[config.mk]
export PLATFORM = sky130hd
export DESIGN_NAME = steak_scorer
export DESIGN_NICKNAME = d
export VERILOG_FILES = /design/src/rtl/steak_scorer.sv
export SDC_FILE = /design/constraint.sdc
export NUM_CORES = 1
export LEC_CHECK = 0
export CAP_MARGIN = 20
export CORE_MARGIN = 1.5
export CORE_UTILIZATION = 57
export DETAILED_ROUTE_END_ITERATION = 8
export GPL_ROUTABILITY_DRIVEN = 1
export PLACE_DENSITY = 0.91
export SETUP_SLACK_MARGIN = 0.2
export SKIP_LAST_GASP = 1
export SLEW_MARGIN = 20
export SYNTH_ARGS = -nofsm -noshare
export SYNTH_HDL_FRONTEND = slang
export SYNTH_SLANG_ARGS = --single-unit
export TNS_END_PERCENT = 5
[constraint.sdc]
create_clock -name clock -period 3.9 [get_ports clock]
set_input_delay 0.78 -clock clock [delete_from_list [all_inputs] [get_ports clock]]
set_output_delay 0.78 -clock clock [all_outputs]
set_load 0.05 [all_outputs]
[src/rtl/steak_scorer.sv]
// Grades served steaks against the held customer order and keeps score, strikes and game-over state.
// State | meaning
// S_IDLE   | waiting for an order and a serve edge
// S_EVAL   | grading the snapshotted doneness against the target
// S_UPDATE | committing score/strikes and pulsing result_valid/steak_clear
module steak_scorer #(
    parameter int unsigned POINTS_EXACT = 10,
    parameter int unsigned POINTS_NEAR  = 5,
    parameter int unsigned POINTS_FAR   = 2,
    parameter int unsigned MAX_STRIKES  = 3,
    parameter int unsigned SCORE_MAX    = 999
) (
    input  logic       clock,
    input  logic       resetn,
    input  logic [2:0] steak_state,
    input  logic       serve,
    input  logic       order_valid,
    input  logic [2:0] order_target,
    output logic       order_ready,
    output logic [9:0] score,
    output logic [3:0] last_points,
    output logic [2:0] strikes,
    output logic       game_over,
    output logic       result_valid,
    output logic       steak_clear,
    output logic       serve_reject
);

    localparam logic [1:0] S_IDLE   = 2'd0;
    localparam logic [1:0] S_EVAL   = 2'd1;
    localparam logic [1:0] S_UPDATE = 2'd2;

    localparam logic [2:0]  STRIKE_LIMIT = 3'(MAX_STRIKES);
    localparam logic [10:0] SCORE_CAP    = 11'(SCORE_MAX);

    logic [1:0]  state;
    logic        serve_q;
    logic        order_held;
    logic [2:0]  target;
    logic [2:0]  snap;
    logic [2:0]  snap_target;
    logic [3:0]  pts;
    logic        strike_hit;
    logic        reject_pend;

    logic        serve_edge;
    logic [2:0]  target_clamped;
    logic [2:0]  diff;
    logic [3:0]  pts_c;
    logic        burnt_or_raw;
    logic [10:0] score_sum;
    logic [9:0]  score_next;
    logic [2:0]  strikes_inc;

    assign serve_edge  = serve && !serve_q;
    assign order_ready = !order_held && !game_over && (state == S_IDLE);

    always_comb begin
        target_clamped = order_target;
        if (order_target < 3'd2)
            target_clamped = 3'd2;
        else if (order_target > 3'd6)
            target_clamped = 3'd6;
    end

    always_comb begin
        diff         = (snap >= snap_target) ? (snap - snap_target) : (snap_target - snap);
        burnt_or_raw = (snap == 3'd1) || (snap == 3'd7);
        pts_c        = 4'd0;
        if (!burnt_or_raw) begin
            case (diff)
                3'd0:    pts_c = 4'(POINTS_EXACT);
                3'd1:    pts_c = 4'(POINTS_NEAR);
                3'd2:    pts_c = 4'(POINTS_FAR);
                default: pts_c = 4'd0;
            endcase
        end
    end

    // Sum is widened to 11 bits so a near-ceiling score cannot wrap before saturating.
    always_comb begin
        score_sum   = {1'b0, score} + {7'd0, pts};
        score_next  = (score_sum > SCORE_CAP) ? SCORE_CAP[9:0] : score_sum[9:0];
        strikes_inc = strikes + 3'd1;
    end

    always_ff @(posedge clock or negedge resetn) begin
        if (!resetn) begin
            state        <= S_IDLE;
            serve_q      <= 1'b0;
            order_held   <= 1'b0;
            target       <= 3'd2;
            snap         <= 3'd0;
            snap_target  <= 3'd2;
            pts          <= 4'd0;
            strike_hit   <= 1'b0;
            reject_pend  <= 1'b0;
            score        <= 10'd0;
            last_points  <= 4'd0;
            strikes      <= 3'd0;
            game_over    <= 1'b0;
            result_valid <= 1'b0;
            steak_clear  <= 1'b0;
            serve_reject <= 1'b0;
        end else begin
            serve_q      <= serve;
            result_valid <= 1'b0;
            steak_clear  <= 1'b0;
            reject_pend  <= 1'b0;
            serve_reject <= reject_pend;
            case (state)
                S_IDLE: begin
                    if (order_valid && order_ready) begin
                        target     <= target_clamped;
                        order_held <= 1'b1;
                    end
                    if (serve_edge) begin
                        if (!game_over && order_held && (steak_state != 3'd0)) begin
                            snap        <= steak_state;
                            snap_target <= target;
                            state       <= S_EVAL;
                        end else begin
                            reject_pend <= 1'b1;
                        end
                    end
                end
                S_EVAL: begin
                    pts        <= pts_c;
                    strike_hit <= burnt_or_raw;
                    state      <= S_UPDATE;
                end
                S_UPDATE: begin
                    score       <= score_next;
                    last_points <= pts;
                    if (strike_hit && (strikes < STRIKE_LIMIT)) begin
                        strikes <= strikes_inc;
                        if (strikes_inc == STRIKE_LIMIT)
                            game_over <= 1'b1;
                    end
                    result_valid <= 1'b1;
                    steak_clear  <= 1'b1;
                    order_held   <= 1'b0;
                    state        <= S_IDLE;
                end
                default: state <= S_IDLE;
            endcase
        end
    end

endmodule

-- Yosys cells after proc, flatten, opt, wreduce, memory -nomap -nowiden
Cells that the tools add are included.
- register bits: 39
- latch bits: 0
- memory bits (writable): 0
- ROM bits: 0
- input port bits: 10
- output and inout port bits: 22
- word-level logic and storage cells: 70
- memories: 0
- add/sub/neg operators: 4
- multipliers: 0
- divide/modulo/power cells: 0
- order comparisons: 5
- equal/unequal tests: 10
- shift operators: 0
- multiplexer cells: 15
- bitwise gates (word level): 0
- reduce and logical (&&, ||, !) cells: 21
- operator list (operator ; count):
    one-hot mux 4 bit (3 select lines) ; 1
    adder 10 x 4 -> 11 bit ; 1
    > comparator 11 x 10 -> 1 bit, second input constant ; 1
    two-way mux 10 bit ; 1
    two-way mux 3 bit ; 3
    AND reduction 2 bit ; 4
    logical AND 1 bit ; 7
    == test 3 x 1 -> 1 bit, second input constant ; 2
    == test 3 x 2 -> 1 bit, second input constant ; 2
    less-than comparator 3 x 2 -> 1 bit, second input constant ; 2
    AND reduction 3 bit ; 2
    subtractor 3 bit ; 2
    two-way mux 1 bit ; 5
    two-way mux 2 bit ; 2
    two-way mux 4 bit ; 1
    != test 2 x 1 -> 1 bit, second input constant ; 2
    one-hot mux 2 bit (2 select lines) ; 1
    adder 3 x 1 -> 3 bit, second input constant ; 1
    == test 3 bit, second input constant ; 1
    >= comparator 3 bit ; 1
    > comparator 3 bit, second input constant ; 1
    zero test 1 bit ; 3
    zero test 3 bit ; 1
    nonzero test 3 bit ; 1
    7 further kinds ; 7

-- Depth between registers and ports, before layout
- depth after elaboration: 6
- mapped depth: 9
- gate-level depth less buffers: 9

-- Worst setup path after synthesis
Ideal clock, no wire load.
- path kind: reg2reg
- start point: register game_over
- end point: register target[2]
- setup time: 0.125 ns
- arrival: 2.992 ns
- data required time: 3.775 ns
- setup slack: 0.783 ns
- cell stages (with the launch flop): 4
- buffers on the path: 0
- clock period less this slack: 3.117 ns
- path through: dfrtp_1 -> nor4_1 -> nand2_1 -> mux2_2
- word-level cells in the longest chain between the ends: 5
- RTL lines (item ; line ; source):
    from (decl) ; 23 ; output logic game_over,
    from (signal assigned) ; 101 ; game_over <= 1'b0;
    from (signal assigned) ; 138 ; game_over <= 1'b1;
    zero test 1 bit ; 56 ; assign order_ready = !order_held && !game_over && (state == S_IDLE);
    logical AND 1 bit (2 in series) ; 56 ;
    named net order_ready ; 19 ; output logic order_ready,
    logical AND 1 bit ; 113 ; if (order_valid && order_ready) begin
    AND reduction 2 bit (no source line) ; -- ;
    to (signal assigned) ; 114 ; target <= target_clamped;
    to (decl) ; 39 ; logic [2:0] target;
The timed path passes the listed nets, and every way through them passes these cells.
A chain may end at the register's enable or synchronous reset.

-- Worst setup path after layout
- start point: register game_over
- end point: output order_ready
- word-level cells in the longest chain between the ends: 3
- RTL lines (item ; line):
    zero test 1 bit ; 56
    logical AND 1 bit (2 in series) ; 56
    to (decl) ; 19
Every way passes these cells.

==> impl_metrics.json <==
{
  "fmax_mhz": 345,
  "hp-class": "reg2reg",
  "yosysMostFrequentCell": "dfrtp_1",
  "post_cts_resized": 0,
  "finalSetupTns_ps": 0,
  "synth_fa_ha_area_share_pct": 10.3,
  "cap_violations": 0,
  "ctsHoldBuffers": 0,
  "cts-root-buf": "clkbuf_4",
  "postRouteAntennaNets": 0,
  "diodes": 0,
  "hold_end": "serve_reject$_DFF_PN0_",
  "slowest_delay_ps": 890,
  "rrSetupSlack_ps": 1540,
  "postSynthCellCount": 186,
  "period_share_pct": 74.3,
  "yosys.area_share.simple_pct": 15.3,
  "yosys-top-cells-count": "35 x dfrtp_1, 26 x nand2_1, 15 x inv_1, 11 x ha_1",
  "numPortBuffers": 31,
  "post_cts_buffers": 0,
  "synth_area_leader_cell": "dfrtp_1",
  "synth.area.top_cells": "dfrtp_1 45%, ha_1 7.1%, nand2_1 5.1%",
  "syn_to_final_growth_pct": 21.0,
  "routed_wl_um": 3500,
  "peakVddDrop_uv": 449,
  "power_density_nw_per_um2": 772,
  "rr_worst_depth": 9,
  "cp.arrival_ps": 2120,
  "synth_top_family_by_area": "compound AO/OA/AOI/OAI gates",
  "synth-edff-count": 0,
  "rsz0062_at_grt": "false",
  "drc": 0,
  "overflow": 0,
  "drive_gt1_share_pct": 10.3,
  "grt_pass1_wl_um": 5930,
  "busiest_layer": "met2",
  "first_iter_violations": 72,
  "num_rows": 20,
  "grt_util_met1_pct": 25.7,
  "die_y_um": 61.2,
  "r2r-start": "pts[2]$_DFFE_PN0N_",
  "met3_usage_pct": 6.09,
  "endpoint_kind": "output port",
  "holdPathStages": 0,
  "synth_compound_area_share_pct": 15.8,
  "status": "complete, no violations",
  "ys_seq_area_share_pct": 48.2,
  "clk_pin_slew_ps": 110,
  "report.final.slew_viol_count": 0,
  "ys_seq_elements": 37,
  "firstDrtPassIters": 4,
  "antenna_found_initial": 0,
  "gr-usage-met2_pct": 35.3,
  "cts.path.max_buffers": 2,
  "pin_count": 32,
  "grt_max_degree": 38,
  "period_minus_slack_ps": 2900,
  "hp-start": "reject_pend$_DFF_PN0_",
  "r2r-end": "score[2]$_DFFE_PN0P_",
  "cts_sinks": 37,
  "yosys_most_used_dff": "dfrtp_1",
  "worstSetupPathType": "reg2out",
  "avgViaCountPerCell": 5.57,
  "synth.area.mux_share_pct": 4.67,
  "syn_area_per_cell_um2": 10.4,
  "initial_core_util_pct": 61.6,
  "htreeDepth": 2,
  "worst_slew_pin_slew_ps": 524,
  "finalHoldViolCount": 0,
  "design_area_um2": 2330,
  "cts_inserted_buffers": 5,
  "coreArea_um2": 3130,
  "worst_setup_path_start_kind": "register",
  "cts_tree": "done",
  "async_flop_share_pct": 100,
  "relSlewSlack_pct": 65.0,
  "yosysWarnings": 0,
  "dieWidth_um": 61.2,
  "grt_usage_pct": 21.5,
  "grt_pass1_vias": 1430,
  "setup_viol": 0,
  "nets": 246,
  "netlist_area_um2": 1930,
  "synthXorXnorAreaFrac_pct": 1.36,
  "place_hpwl_um": 2710,
  "die-area_um2": 3740,
  "wl_per_cell_um": 13.1,
  "crit_chain": "nor4_1 -> clkdlybuf4s50_1",
  "whs_ps": 361,
  "netlist.area_leader.share_pct": 45.4,
  "yosysUniqueCellTypes": 45,
  "cp.required_ps": 3120,
  "final_core_util_pct": 74.6,
  "finalClockSkew_ps": 9.84,
  "placed_cell_area_um2": 2280,
  "clkLatencyLatePin_ps": 330,
  "power.leakage_uw": 0.00105,
  "path_max_fanout": 5,
  "power_uw": 1800,
  "crit_slowest_cell": "clkdlybuf4s50_1",
  "synth_fp_nets": 210,
  "via_count": 1488,
  "finalWeightedCongestion": 0.805
}
-- metal layers --
| metal | routed length (um) | part of all wire (%) |
|---|---|---|
| met1 | 1470 | 42 |
| met2 | 1800 | 51 |
| met3 | 157 | 4.5 |
| met4 | 70 | 2.0 |
| met5 | 0 | 0 |
-- worst max-delay path, delay by kind of cell (launching register included) --
kind / cells / cell delay, ps
and+or+nand+nor: 1 / 430
DFF: 1 / 460
buffers and inverters: 1 / 890
-- registers in the layout, summed over array words and instances (netlist names) --
name          cells
score            10
last_points       3
pts               3
snap              3
snap_target       3
strikes           3
target            3
state             2
game_over         1
order_held        1
reject_pend       1
serve_q           1
serve_reject      1
steak_clear       1
strike_hit        1
-- stage by stage --
step                      worst slack, ps  cells
final                                1000    267
after global routing                  927    267
after CTS                             991    267
after detailed placement             1290    259
after global placement               1290    259
after floorplan                       783    186
-- report_power, final --
part	total [uW]	internal (uW)	leakage (uW)	switching (uW)
Clock	190	68.7	0.0000320	122
Sequential	617	511	0.000468	105
Combinational	995	411	0.000552	584
-- area by class of cell --
| class | count | area [um2] |
|---|---|---|
| inverters | 16 | 60.1 |
| repair buffers | 33 | 325 |
| clock buffers | 6 | 41.3 |
| flip-flops and latches | 37 | 928 |
| well taps | 44 | 55.1 |
| fillers | 225 | 795 |
| clock inverters | 2 | 10.0 |
| multi-input cells | 129 | 913 |
-- worst max-delay path by stage --
stage / endpoint / cells past startpoint / slack [ps] / start
after global routing: order_ready / 2 / 930 / state[1]$_DFFE_PN0P_
after floorplan: target[2]$_DFFE_PN0P_ / 3 / 780 / game_over$_DFFE_PN0P_
after global placement: snap[2]$_DFFE_PN0P_ / 5 / 1290 / serve
final: order_ready / 2 / 1000 / game_over$_DFFE_PN0P_
after CTS: order_ready / 2 / 990 / game_over$_DFFE_PN0P_
after detailed placement: snap[2]$_DFFE_PN0P_ / 5 / 1290 / serve
-- logic make-up (layout without fill, tap and decap cells) --
kind of cell / after synthesis / count (layout)
and+or+nand+nor: 57 / 57
DFF: 37 / 37
buffers and inverters: 20 / 57
adders and majority gates: 14 / 14
xor gates and xnor gates: 3 / 3
AOI/OAI and AO/OA: 47 / 47
muxes: 8 / 8
-- cell usage in the layout (no fill, tap or decap), types with 5 or more instances in the layout --
master | Yosys | layout
a21oi_1 | 7 | 7
clkbuf_4 | 0 | 5
clkdlybuf4s50_1 | 0 | 31
dfrtp_1 | 35 | 35
ha_1 | 11 | 11
inv_1 | 15 | 15
nand2_1 | 26 | 26
nor2_1 | 7 | 7
o21ai_0 | 9 | 9
o21ai_1 | 9 | 9
No activity file was read; power rests on OpenSTA's default activity.
==> RTL change 1 (config.mk and constraints unchanged) <==
Make the reset (`resetn`) synchronous in one clocked block.
--- a/src/rtl/steak_scorer.sv
+++ b/src/rtl/steak_scorer.sv
@@ -85,5 +85,5 @@
     end
 
-    always_ff @(posedge clock or negedge resetn) begin
+    always_ff @(posedge clock) begin
         if (!resetn) begin
             state        <= S_IDLE;
Behaviour: differs if resetn is asserted again (counterexample within 4 cycles, from zero or initial values and one cycle with resetn low); with resetn held inactive, the same outputs for 10 cycles.
==> RTL change 1 against the original RTL <==
Register-to-register slack got worse by 300 ps. Non-clock buffer count shrank 2. Synthesized area is 0.45% lower. Sequential share of layout area shrank 7.9 points. Sequential cell count unchanged. Wire length rose by 16%. Hold slack better by 87 ps. Setup slack got worse by 150 ps. First-iteration DRC count increased by 65%. Cell area fell by 0.43%. Critical endpoint unchanged. Highest routed layer unchanged.
Power is not compared: it rests on default switching activity, and its combinational part moved more than twofold at a synthesized area within 25%.
==> RTL change 1: results (changes against the original RTL) <==
* Outcome: finished clean (unchanged)
* Clk_skew at 12.4 ps (was 9.84 ps)
* WP data arrival at 2260 ps (was 2120 ps)
* Final wirelength at 4070 µm (was 3500 µm)
* Post-synth ARST share at 0% (was 100%)
* First-pass GRT wire length at 6730 µm (was 5930 µm)
* Final HPWL DP at 2980 µm (was 2710 µm)
* Metal2 WL at 1990 µm (was 1800 µm)
* Non-clock buffering overhead at 13.4% (was 13.9%)
* Multi-In Gates at 158 (was 129)
* DRT iter0 DRCs at 119 (was 72)
* Post-synthesis sequential area ratio at 38.6% (was 48.2%)
* Post-DP Area at 2240 µm² (was 2280 µm²)
* Post-synth top cells: dfxtp_1 (37), nand2_1 (24), nor2_1 (20) (was dfrtp_1 (35), nand2_1 (26), inv_1 (15))
* Slew margin rel. at 51.4% (was 65.0%)
* Post_cts resized at 0 (unchanged)
* Routed wire per std cell at 13.9 µm (was 13.1 µm)
* Multi-input gate area at 1070 µm² (was 913 µm²)
* Synthesized Nets at 245 (was 210)
* Main synth FF type: dfxtp_1 (was dfrtp_1)
* Latest clock arrival within the worst-skew pair at 360 ps (was 330 ps)
* Fin nets at 273 (was 246)
* CTS clk-pin slew, worst paths at 130 ps (was 110 ps)
* Delay-heaviest family, CP: buffers and inverters (unchanged)
* Synthesis-to-layout area growth at 21.1% (was 21.0%)
* Met1 Resource Use GR at 31.6% (was 25.7%)
* Vias in the first global route at 1519 (was 1430)
* GR Util met3 at 7.14% (was 6.09%)
* Met2 usage at 38.3% (was 35.3%)
* Post-synthesis average cell area at 8.68 µm² (was 10.4 µm²)
* Clock-cell share at 3.61% (was 2.20%)
* Critical Path Max Stage Delay at 930 ps (was 890 ps)
* Placed cell count at 286 (was 259)
* Vias per cell at 5.60 (was 5.57)
* Largest net degree at the start of global routing at 24 (was 38)
* Seq/total area at 31.9% (was 39.8%)
* Yosys cell types at 51 (was 45)
* Gpl congestion at 0.823 (was 0.805)
* Synth warn at 0 (unchanged)
* Largest cells by area after synthesis: dfxtp_1 (39%), ha_1 (7.2%), mux2i_1 (4.7%), nand2_1 (4.7%), a21oi_1 (4.2%) (was dfrtp_1 (45%), ha_1 (7.1%), nand2_1 (5.1%), fa_1 (3.1%), inv_1 (2.9%))
* Placement Setup Slack at 1230 ps (was 1290 ps)
* Static Leak at 0.874 nW
* Post-Route M1 WL at 1880 µm (was 1470 µm)
* Total GRT Usage at 24.8% (was 21.5%)
==> RTL change 1: cell count changes after synthesis, moves of 4 or more <==
cell,before,now
a21oi_1,7,16
mux2i_1,3,9
nor2_1,7,20
nor2b_1,2,6
dfrtp_1,35,0
clkbuf_1,1,8
dfxtp_1,0,37
o21ai_1,9,0
==> RTL change 1: kinds of logic after synthesis <==
kind of cell / Yosys count / synth area share, %
simple gates: 79 / 20.5
compound gates: 50 / 17.7
flops: 37 / 38.6
buf+inv: 26 / 5.48
fa+ha+maj: 14 / 10.3
mux: 9 / 4.69
xor+xnor: 6 / 2.74
==> RTL change 1: worst paths after layout <==
kind                                endpoint         from  depth (start not counted)  slack (ps)
worst max-delay path             order_ready     state[0]                          2         860
worst min-delay path            serve_reject  reject_pend                          1         450
worst max register to register      score[4]       pts[2]                          9        1240
worst min register to register  serve_reject  reject_pend                          1         450
==> RTL change 2 (same settings) <==
Without the edit above. `SCORE_MAX`: 999 -> 512.
--- a/src/rtl/steak_scorer.sv
+++ b/src/rtl/steak_scorer.sv
@@ -9,5 +9,5 @@
     parameter int unsigned POINTS_FAR   = 2,
     parameter int unsigned MAX_STRIKES  = 3,
-    parameter int unsigned SCORE_MAX    = 999
+    parameter int unsigned SCORE_MAX    = 512
 ) (
     input  logic       clock,
Behaviour: no difference found for any inputs over 10 cycles, from zero or initial values and one cycle with resetn low; that may be too few to reach the edited logic, so the function may still have changed.
==> RTL change 2 against the original RTL <==
Critical path depth stayed put. Setup slack better by 39 ps. First-iteration DRC count is 56% higher. Synthesized area is 7.6% higher. Cell area is 5.8% higher. Wire length is 16% higher. Hold slack better by 1.3 ps. Power hardly changed. Via count is 9.8% higher. Sequential cell count stayed put. Register-to-register slack worse by 110 ps. Count of clock-buffer cells in the layout is 1 lower. Highest routed layer unchanged. Synthesized cell count is 12% higher. Utilization is 2.3 points lower.
==> RTL change 2: results (changes against the original RTL) <==
* Largest net degree at the start of global routing at 24 (was 38)
* Peak supply drop at 0.445 mV (was 0.449 mV)
* Latest clock arrival within the worst-skew pair at 350 ps (was 330 ps)
* Clock buffer count at 5 (was 6)
* WP data arrival at 2080 ps (was 2120 ps)
* Multi-In Gates at 149 (was 129)
* Fraction of area in multi-input gates at 41.7% (was 39.1%)
* Post-DP Area at 2390 µm² (was 2280 µm²)
* Placed cell count at 278 (was 259)
* Routed wire per std cell at 14.2 µm (was 13.1 µm)
* PortBufs at 31 (unchanged)
* Adder-Cell Fraction of Synth Area at 9.53% (was 10.3%)
* Cell Area, Synth at 2070 µm² (was 1930 µm²)
* Worst Max-Slew Pin Slew at 658 ps (was 524 ps)
* Synthesized Nets at 233 (was 210)
* Inverters excl. clock at 13 (was 16)
* Post-synthesis average cell area at 9.93 µm² (was 10.4 µm²)
* Total GRT Usage at 22.5% (was 21.5%)
* Yosys cell types at 49 (was 45)
* Flop+latch power at 0.629 mW (was 0.617 mW)
* Synth Register Bits at 37 (unchanged)
* Clock-cell share at 3.39% (was 2.20%)
* Clk_skew at 9.23 ps (was 9.84 ps)
* Post-synthesis sequential area ratio at 44.8% (was 48.2%)
* Post-synth top cells: nand2_1 (40), dfrtp_1 (35), o21ai_0 (19) (was dfrtp_1 (35), nand2_1 (26), inv_1 (15))
* Outcome: finished clean (unchanged)
* Fraction of synthesized cell area in xor and xnor cells at 2.11% (was 1.36%)
* Non-clock buffering overhead at 13.0% (was 13.9%)
* Layout cells sized above 1 at 10.4% (was 10.3%)
* DRT iter0 DRCs at 112 (was 72)
* Post-synthesis mux area share at 2.59% (was 4.67%)
* Synth Area in Compound Gates at 16.6% (was 15.8%)
* Clock power frac at 14.9% (was 10.6%)
* Vias in the first global route at 1554 (was 1430)
* CTS clk-pin slew, worst paths at 120 ps
* Sw Pwr at 0.801 mW (was 0.811 mW)
* Setup Buffers After CTS at 0 (unchanged)
* Vias per cell at 5.71 (was 5.57)
* Power Dens Cells at 729 nW/µm² (was 772 nW/µm²)
* Post-Layout Cell Count at 286 (was 267)
* Static Leak at 1.13 nW (was 1.05 nW)
* Fin nets at 263 (was 246)
* Largest cells by area after synthesis: dfrtp_1 (42%), nand2_1 (7.2%), ha_1 (6.6%), o21ai_0 (4.6%), fa_1 (2.9%) (was dfrtp_1 (45%), ha_1 (7.1%), nand2_1 (5.1%), fa_1 (3.1%), inv_1 (2.9%))
* Final HPWL DP at 3010 µm (was 2710 µm)
* Switching part of the total power at 44.4% (was 45.0%)
* First-pass GRT wire length at 7010 µm (was 5930 µm)
* Placement Setup Slack at 1130 ps (was 1290 ps)
* Filler Cells Inserted at 244 (was 225)
* Gpl congestion at 0.799 (was 0.805)
## RTL change 2: final timing paths
check | depth (start not counted) | end | slack (ps) | from
worst max-delay path | 2 | order_ready | 1040 | game_over
worst min-delay path | 0 | serve_reject | 360 | reject_pend
worst max register to register | 7 | score[4] | 1430 | pts[2]
worst min register to register | 0 | serve_reject | 360 | reject_pend
max in group asynchronous | 2 | target[1] | 2900 | resetn
min in group asynchronous | 1 | score[2] | 380 | resetn
## RTL change 2: worst register-to-register path: stages (launching register included)
cell	delay (ps)
dfrtp_1	460
ha_1	250
fa_1	440
a21o_1	200
a21oi_1	410
nor4b_1	280
o2111ai_1	160
a31oi_1	190
## RTL change 2: metal layers
| metal | track usage (%) | share of wire, % | routed length, µm | vias up |
|---|---|---|---|---|
| li1 | - | - | - | 790 |
| met1 | 28.9 | 44 | 1780 | 777 |
| met2 | 37.0 | 49 | 1980 | 60 |
| met3 | 5.36 | 6.0 | 244 | 7 |
| met4 | 8.70 | 1.7 | 70 | 0 |
| met5 | 0 | 0 | 0 | - |
